$ cat config.mk
export PLATFORM = sky130hd
export DESIGN_NAME = clock_enable_divider
export DESIGN_NICKNAME = d
export VERILOG_FILES = /design/src/rtl/clock_enable_divider.sv
export SDC_FILE = /design/constraint.sdc
export NUM_CORES = 1
export LEC_CHECK = 0
export ABC_AREA = 1
export BUFFER_PORTS_ARGS = -buffer_cell sky130_fd_sc_hd__buf_2
export CAP_MARGIN = 20
export CORE_UTILIZATION = 60
export CTS_BUF_LIST = sky130_fd_sc_hd__clkbuf_4 sky130_fd_sc_hd__clkbuf_8 sky130_fd_sc_hd__clkbuf_16
export DETAILED_ROUTE_END_ITERATION = 10
export HOLD_SLACK_MARGIN = 0.03
export PLACE_DENSITY = 0.87
export SLEW_MARGIN = 15
export SYNTH_ARGS = -nofsm -noshare
export SYNTH_HDL_FRONTEND = slang
export SYNTH_SLANG_ARGS = --single-unit
$ cat constraint.sdc
create_clock -name clock -period 7.44 [get_ports clock]
set_input_delay 1.488 -clock clock [delete_from_list [all_inputs] [get_ports clock]]
set_output_delay 1.488 -clock clock [all_outputs]
set_load 0.02 [all_outputs]
$ cat src/rtl/clock_enable_divider.sv
// Multi-channel clock-enable generator. Each channel divides the system clock
// by a runtime-programmable ratio R = divisor + 1. It emits a one-cycle tick
// per period and a registered near-50% square wave. New divisors are staged
// and take effect only at a period boundary, or at once on sync, so that no
// period is ever truncated or stretched.
module clock_enable_divider #(
  parameter int NUM_CH    = 4,
  parameter int DIV_WIDTH = 16,
  parameter int RESET_DIV = 5
) (
  input  logic                          clock,
  input  logic                          reset,
  input  logic                          run,
  input  logic                          sync,
  input  logic [NUM_CH-1:0]             load,
  input  logic [NUM_CH*DIV_WIDTH-1:0]   divisor,
  output logic [NUM_CH-1:0]             tick_out,
  output logic [NUM_CH-1:0]             clk_out,
  output logic [NUM_CH-1:0]             pending_out
);

  localparam logic [DIV_WIDTH-1:0] RESET_DIV_W = DIV_WIDTH'(RESET_DIV);
  localparam logic [DIV_WIDTH:0]   ONE_W1      = (DIV_WIDTH+1)'(1);

  genvar gi;
  generate
    for (gi = 0; gi < NUM_CH; gi++) begin : g_ch
      logic [DIV_WIDTH-1:0] count_reg, count_next;
      logic [DIV_WIDTH-1:0] div_active_reg, div_active_next;
      logic [DIV_WIDTH-1:0] div_pending_reg, div_pending_next;
      logic                 pending_valid_reg, pending_valid_next;
      logic                 tick_reg, tick_next;
      logic                 clk_reg, clk_next;
      logic [DIV_WIDTH-1:0] load_val;
      logic [DIV_WIDTH:0]   half_next;
      logic                 terminal;

      assign load_val = divisor[gi*DIV_WIDTH +: DIV_WIDTH];
      // count never passes div_active, so equality is the period boundary
      assign terminal = (count_reg == div_active_reg);

      // Next-state: sync realigns, otherwise load staging and run-gated counting
      always_comb begin
        count_next         = count_reg;
        div_active_next    = div_active_reg;
        div_pending_next   = div_pending_reg;
        pending_valid_next = pending_valid_reg;
        tick_next          = 1'b0;
        clk_next           = clk_reg;
        half_next          = '0;

        if (sync) begin
          count_next         = '0;
          clk_next           = 1'b0;
          pending_valid_next = 1'b0;
          if (load[gi]) begin
            // a load coinciding with sync is applied straight away
            div_active_next  = load_val;
            div_pending_next = load_val;
          end else if (pending_valid_reg) begin
            div_active_next = div_pending_reg;
          end
        end else begin
          if (load[gi]) begin
            div_pending_next   = load_val;
            pending_valid_next = 1'b1;
          end
          if (run) begin
            if (terminal) begin
              count_next = '0;
              tick_next  = 1'b1;
              // the new ratio governs the period that starts at count 0
              if (load[gi]) begin
                div_active_next    = load_val;
                pending_valid_next = 1'b0;
              end else if (pending_valid_reg) begin
                div_active_next    = div_pending_reg;
                pending_valid_next = 1'b0;
              end
            end else begin
              count_next = count_reg + DIV_WIDTH'(1);
            end
            // H = floor(R/2), widened by one bit so R = 2^DIV_WIDTH fits
            half_next = ({1'b0, div_active_next} + ONE_W1) >> 1;
            clk_next  = ({1'b0, count_next} >= half_next);
          end
        end
      end

      // State register with synchronous reset to the default ratio
      always_ff @(posedge clock) begin
        if (reset) begin
          count_reg         <= '0;
          div_active_reg    <= RESET_DIV_W;
          div_pending_reg   <= RESET_DIV_W;
          pending_valid_reg <= 1'b0;
          tick_reg          <= 1'b0;
          clk_reg           <= 1'b0;
        end else begin
          count_reg         <= count_next;
          div_active_reg    <= div_active_next;
          div_pending_reg   <= div_pending_next;
          pending_valid_reg <= pending_valid_next;
          tick_reg          <= tick_next;
          clk_reg           <= clk_next;
        end
      end

      assign tick_out[gi]    = tick_reg;
      assign clk_out[gi]     = clk_reg;
      assign pending_out[gi] = pending_valid_reg;
    end
  endgenerate

endmodule

# Word level (Yosys, flattened, before mapping)
# Cells that the tools add are included.
dict set report classes {
  add_sub_neg 8
  order_cmp 4
  eq_ne 4
  n_mux 64
  bitwise 1
  reduce_logical 3
}
# op count
set op_table {}
lappend op_table {{two-way mux 16 bit} 40}
lappend op_table {{adder 16 x 1 -> 17 bit, second input constant} 4}
lappend op_table {{adder 16 x 1 -> 16 bit, second input constant} 4}
lappend op_table {{== test 16 bit} 4}
lappend op_table {{greater-or-equal comparator 16 bit} 4}
lappend op_table {{two-way mux 1 bit} 24}
lappend op_table {{OR reduction 3 bit} 1}
lappend op_table {{nonzero test 2 bit} 1}
lappend op_table {{OR reduction 2 bit} 1}
lappend op_table {{inverter 1 bit} 1}
dict set report word_totals {
  reg_bits 204
  inputBits 72
  elab_cells 108
}

# Depth between registers and ports, before layout
dict set report logic_depth {
  ltp_word 7
  ltp_mapped 24
  ltp_nobuf 23
}

# Least setup slack after synthesis
# No wires, ideal clock.
dict set report synth_path {
  path_kind {input port to flip-flop}
  startpoint {input load[0]}
  endpoint {register g_ch[0].clk_reg}
  setup_time_ns 0.119
  t_arrival_ns 3.733
  setup_slack_ns 3.588
  cell_stages 19
  path_buffers 2
  path_cell_list {clkbuf_1 > buf_2 > nand2_1 > nand2_1 > nand3_1 > nand2_1 > ha_1 > nand3_2 > nor2_4 > nand2_1 > nand2_1 > nand2_1 > ha_1 > a21oi_1 > nor2_1 > a211oi_1 > o221ai_1 > nor2_1 > a21oi_1}
}
dict set report synth_between {
  elab_chain_cells 6
}
# element line_no
set synth_lines {}
lappend synth_lines {{from (decl)} 15} ;# input logic [NUM_CH-1:0] load,
lappend synth_lines {{two-way mux 16 bit} 73} ;# if (load[gi]) begin
lappend synth_lines {{two-way mux 16 bit} 69} ;# if (terminal) begin
lappend synth_lines {{two-way mux 16 bit} 68} ;# if (run) begin
lappend synth_lines {{two-way mux 16 bit} 52} ;# if (sync) begin
lappend synth_lines {{adder 16 x 1 -> 17 bit} 84} ;# half_next = ({1'b0, div_active_next} + ONE_W1) >> 1;
lappend synth_lines {{greater-or-equal comparator 16 bit} 85} ;# clk_next = ({1'b0, count_next} >= half_next);
lappend synth_lines {{to (signal assigned)} 105} ;# clk_reg <= clk_next;
lappend synth_lines {{to (decl)} 33} ;# logic clk_reg, clk_next;
# Every way passes these cells. The select of a mux whose other input is x is not followed.
# A chain may end at the register's enable or synchronous reset.

# Worst setup path after layout
dict set report layout_path {
  startpoint {register g_ch[3].div_active_reg[12]}
  endpoint {register g_ch[3].clk_reg}
}
dict set report layout_between {
  elab_chain_cells 7
  elab_cells_between_ends 11
  cone_classes {add/sub (1); order compare (1); eq/ne (1); mux (8)}
}
# element line_no
set layout_lines {}
lappend layout_lines {{from (decl)} 29} ;# logic [DIV_WIDTH-1:0] div_active_reg, div_active_next;
lappend layout_lines {{from (signal assigned)} 101} ;# div_active_reg <= div_active_next;
lappend layout_lines {{branches (longest 6 deep; another with adder 16 x 1 -> 17 bit)} -}
lappend layout_lines {{greater-or-equal comparator 16 bit (*)} 85}
lappend layout_lines {{to (signal assigned)} 105}
lappend layout_lines {{to (decl)} 33}
# Mark *: on every way between the ends. The select of a mux whose other input is x is not followed.

==> flow_summary.json <==
{
  "drive_above_1_share": 0.08240,
  "critPathKind": "reg -> reg",
  "rsz0062_at_grt": "false",
  "wirelength_mm": 45.29,
  "ys_ff_latch": 204,
  "finalMaxSlewViolations": 0,
  "dieArea_um2": 26980,
  "required_ns": 7.86,
  "synth_area_per_cell_um2": 5.908,
  "hp-class": "reg -> reg",
  "drv_cap": 0,
  "insertion_delay_ns": 0.54,
  "row_count": 59,
  "nets": 2808,
  "irDropWorstVdd_uv": 189.4,
  "worstHoldEndpoint": "g_ch[1].div_pending_reg[15]$_SDFFE_PP0P_",
  "cts_setup_buffers": 0,
  "worst_hold_slack_ns": 0.4578,
  "antenna_found_initial": 0,
  "holdPathStages": 2,
  "cp_top_family": "simple AND/OR/NAND/NOR gates",
  "syn_nets": 2818,
  "dpl_cell_area_um2": 16070,
  "grt_max_degree": 106,
  "crit_path_cell_trace": "inv_1, nand2_1, nand2_1, nor2_1, nand2_1, nor2_4, nand2_2, nand2_1, nand2_1, nor2_1, nand2_1, nor2_4, nand2_1, nand2_1, nand2_1, ha_1, a21oi_1, nor2_1, a211oi_1, o221ai_1, nor2_1, a21oi_1",
  "crit_top_cell": "nand2_1",
  "period_needed_ns": 4.225,
  "yosysSeqAreaShare": 0.2585,
  "via_per_inst": 5.634,
  "clock_skew_ns": 0.01594,
  "clkSlewWorstSetupHoldPaths_ns": 0.06,
  "numCtsBuffers": 24,
  "grt_pass1_vias": 15330,
  "drtAntennaViolNets": 0,
  "end_kind": "flop",
  "first_pass_iters": 6,
  "cts_tree": "yes",
  "fmax_mhz": 236.7,
  "gpl.final_weighted_congestion": 0.9746,
  "syn_inst": 2674,
  "die_h_um": 164.3,
  "antenna_cells": 0,
  "reg2reg_depth": 22,
  "p_leak_nw": 8.081,
  "cp_slowest_cell": "nand2_2",
  "htreeDepth": 1,
  "synthToLayoutAreaGrowth_pct": 7.271,
  "worstMarginPinSlew_ns": 1.073,
  "cts.hold.buffers_added": 0,
  "fin_tns_setup_ns": 0,
  "final_area_um2": 16950,
  "slowest_delay_ns": 0.64,
  "status": "finished, final reports clean",
  "synth_cell_types": 43,
  "synth_area_leader_cell": "dfxtp_1",
  "startpoint_type": "flop",
  "pre_cts_ws_ns": 2.809,
  "cts.path.max_buffers": 3,
  "port_buffers": 83,
  "cts-root-buf": "clkbuf_16",
  "relSlewSlack": 0.2839,
  "synth_warnings": 0,
  "rr_endpoint": "g_ch[3].clk_reg$_SDFFE_PP0P_",
  "cts_num_sinks": 204,
  "cts-resized-gates": 0,
  "cp.buffers_inverters": 1,
  "r2r_slack_ns": 3.22,
  "synthArstFlopShare": 0,
  "path_max_fanout": 40,
  "grt_usage": 0.3341,
  "crit_arrival_ns": 4.65,
  "grt_pass1_wl_mm": 73.91,
  "powerDensity_nw_per_um2": 183.4,
  "synth.area.top_cells": "dfxtp_1 (26%), nand2_1 (21%), inv_1 (7.1%), nor2_1 (6.1%), ha_1 (5.7%)",
  "ios": 84,
  "synth_edf_count": 0,
  "via_count": 17000,
  "overflow": 0,
  "syn-cell-area_um2": 15800,
  "core-area_um2": 25910,
  "fill_cells": 2360,
  "start_util": 0.6097,
  "synthDominantCellAreaShare": 0.2585,
  "regToRegStartpoint": "g_ch[3].div_active_reg[12]$_SDFFE_PP0P_",
  "wl_per_cell_um": 15.01,
  "ys.flop_type": "dfxtp_1",
  "fp.dieW_um": 164.3,
  "worst_slack_ns": 3.215,
  "setup_viol": 0,
  "drt-initial-drc-count": 1605,
  "hp-start": "g_ch[1].div_pending_reg[15]$_SDFFE_PP0P_",
  "detailed_place_hpwl_mm": 31.69,
  "drc": 0,
  "fin_crit_sh": 0.5679,
  "hold_viol_final": 0
}
## where the power goes
part           switching, mW  internal, mW
Clock                  0.503         0.783
Sequential            0.0618          1.15
Combinational          0.409         0.201
## worst max-delay path by stage
| stage | to | depth (start not counted) | from |
|---|---|---|---|
| global placement | g_ch[1].clk_reg$_SDFFE_PP0P_ | 19 | load[1] |
| detailed placement | g_ch[1].clk_reg$_SDFFE_PP0P_ | 19 | load[1] |
| CTS | g_ch[3].clk_reg$_SDFFE_PP0P_ | 22 | g_ch[3].div_active_reg[12]$_SDFFE_PP0P_ |
| global route | g_ch[0].clk_reg$_SDFFE_PP0P_ | 20 | load[0] |
| finish | g_ch[3].clk_reg$_SDFFE_PP0P_ | 22 | g_ch[3].div_active_reg[12]$_SDFFE_PP0P_ |
| floorplan | g_ch[0].clk_reg$_SDFFE_PP0P_ | 19 | load[0] |
## cells in the final DEF, fill, tap and decap left out, types with 6 or more instances in the layout
| cell | synthesis | routed |
|---|---|---|
| nand2_1 | 893 | 893 |
| dfxtp_1 | 204 | 204 |
| inv_1 | 297 | 297 |
| nand4_1 | 21 | 21 |
| nand3_1 | 167 | 167 |
| a211oi_1 | 12 | 12 |
| o21ai_0 | 177 | 177 |
| a31oi_1 | 27 | 27 |
| xor2_1 | 31 | 31 |
| a21boi_0 | 14 | 14 |
| nor2_1 | 256 | 253 |
| nand2_2 | 16 | 16 |
| nor2_4 | 12 | 14 |
| a21oi_1 | 157 | 157 |
| inv_2 | 26 | 26 |
| buf_4 | 17 | 10 |
| buf_2 | 23 | 82 |
| o21ai_1 | 8 | 8 |
| ha_1 | 72 | 72 |
| clkbuf_16 | 0 | 25 |
| clkbuf_8 | 0 | 7 |
| o22ai_1 | 45 | 45 |
| nor3_1 | 21 | 21 |
| clkinv_2 | 1 | 8 |
| a22oi_1 | 6 | 6 |
| nand3b_1 | 27 | 27 |
| nor2_2 | 12 | 13 |
## stage by stage
step | instances | power [mW] | utilization
floorplan | 2674 | 1.677 | -
global placement | 2972 | 1.809 | 0.6201
detailed placement | 2972 | 1.827 | 0.6201
CTS | 3016 | 3.104 | 0.6534
global route | 3017 | 3.248 | 0.6540
finish | 3017 | 3.108 | 0.6540
## synth_stat cells (17+ instances only)
cell,count
nand3_1,167
nand2_1,893
dfxtp_1,204
xor2_1,31
inv_2,26
o22ai_1,45
inv_1,297
nand3b_1,27
ha_1,72
buf_2,23
buf_4,17
clkbuf_1,72
a31oi_1,27
o21ai_0,177
nor2_1,256
a21oi_1,157
nor3_1,21
nand4_1,21
## worst register-to-register path: stages, from the launching register on
cell and delay (ns):
dfxtp_1 0.38, inv_1 0.09, nand2_1 0.07, nand2_1 0.05, nor2_1 0.20, nand2_1 0.12, nor2_4 0.49, nand2_2 0.65
nand2_1 0.27, nand2_1 0.14, nor2_1 0.18, nand2_1 0.11, nor2_4 0.18, nand2_1 0.07, nand2_1 0.06, nand2_1 0.05
ha_1 0.28, a21oi_1 0.20, nor2_1 0.07, a211oi_1 0.17, o221ai_1 0.13, nor2_1 0.10, a21oi_1 0.07
## per-layer routing
layer / part of all wire / vias up / track usage
met5: 0 / - / 0
met1: 0.44 / 7640 / 0.4476
met3: 0.077 / 126 / 0.03460
met2: 0.45 / 670 / 0.5541
li1: - / 8561 / -
met4: 0.033 / 0 / 0.1183
## cell type report
class,instances,area (um2),area share
clock buffers,32,721.9,0.04260
repair buffers,93,500.5,0.02953
multi-input cells,2013,9847,0.5811
inverters,328,1232,0.07273
clock inverters,12,141.4,0.008343
flip-flops and latches,204,4084,0.2410
well taps,335,419.2,0.02473
## logic make-up after synthesis
| kind of cell | count (synthesis) | share of synthesized area |
|---|---|---|
| AND/OR/NAND/NOR | 1442 | 0.3841 |
| AO/OA/AOI/OAI | 464 | 0.1616 |
| adder cells (fa/ha/maj) | 72 | 0.05702 |
| buffers and inverters | 457 | 0.1193 |
| XOR/XNOR | 35 | 0.01940 |
| flip-flops | 204 | 0.2585 |
Power figures use the tool's default switching activity.
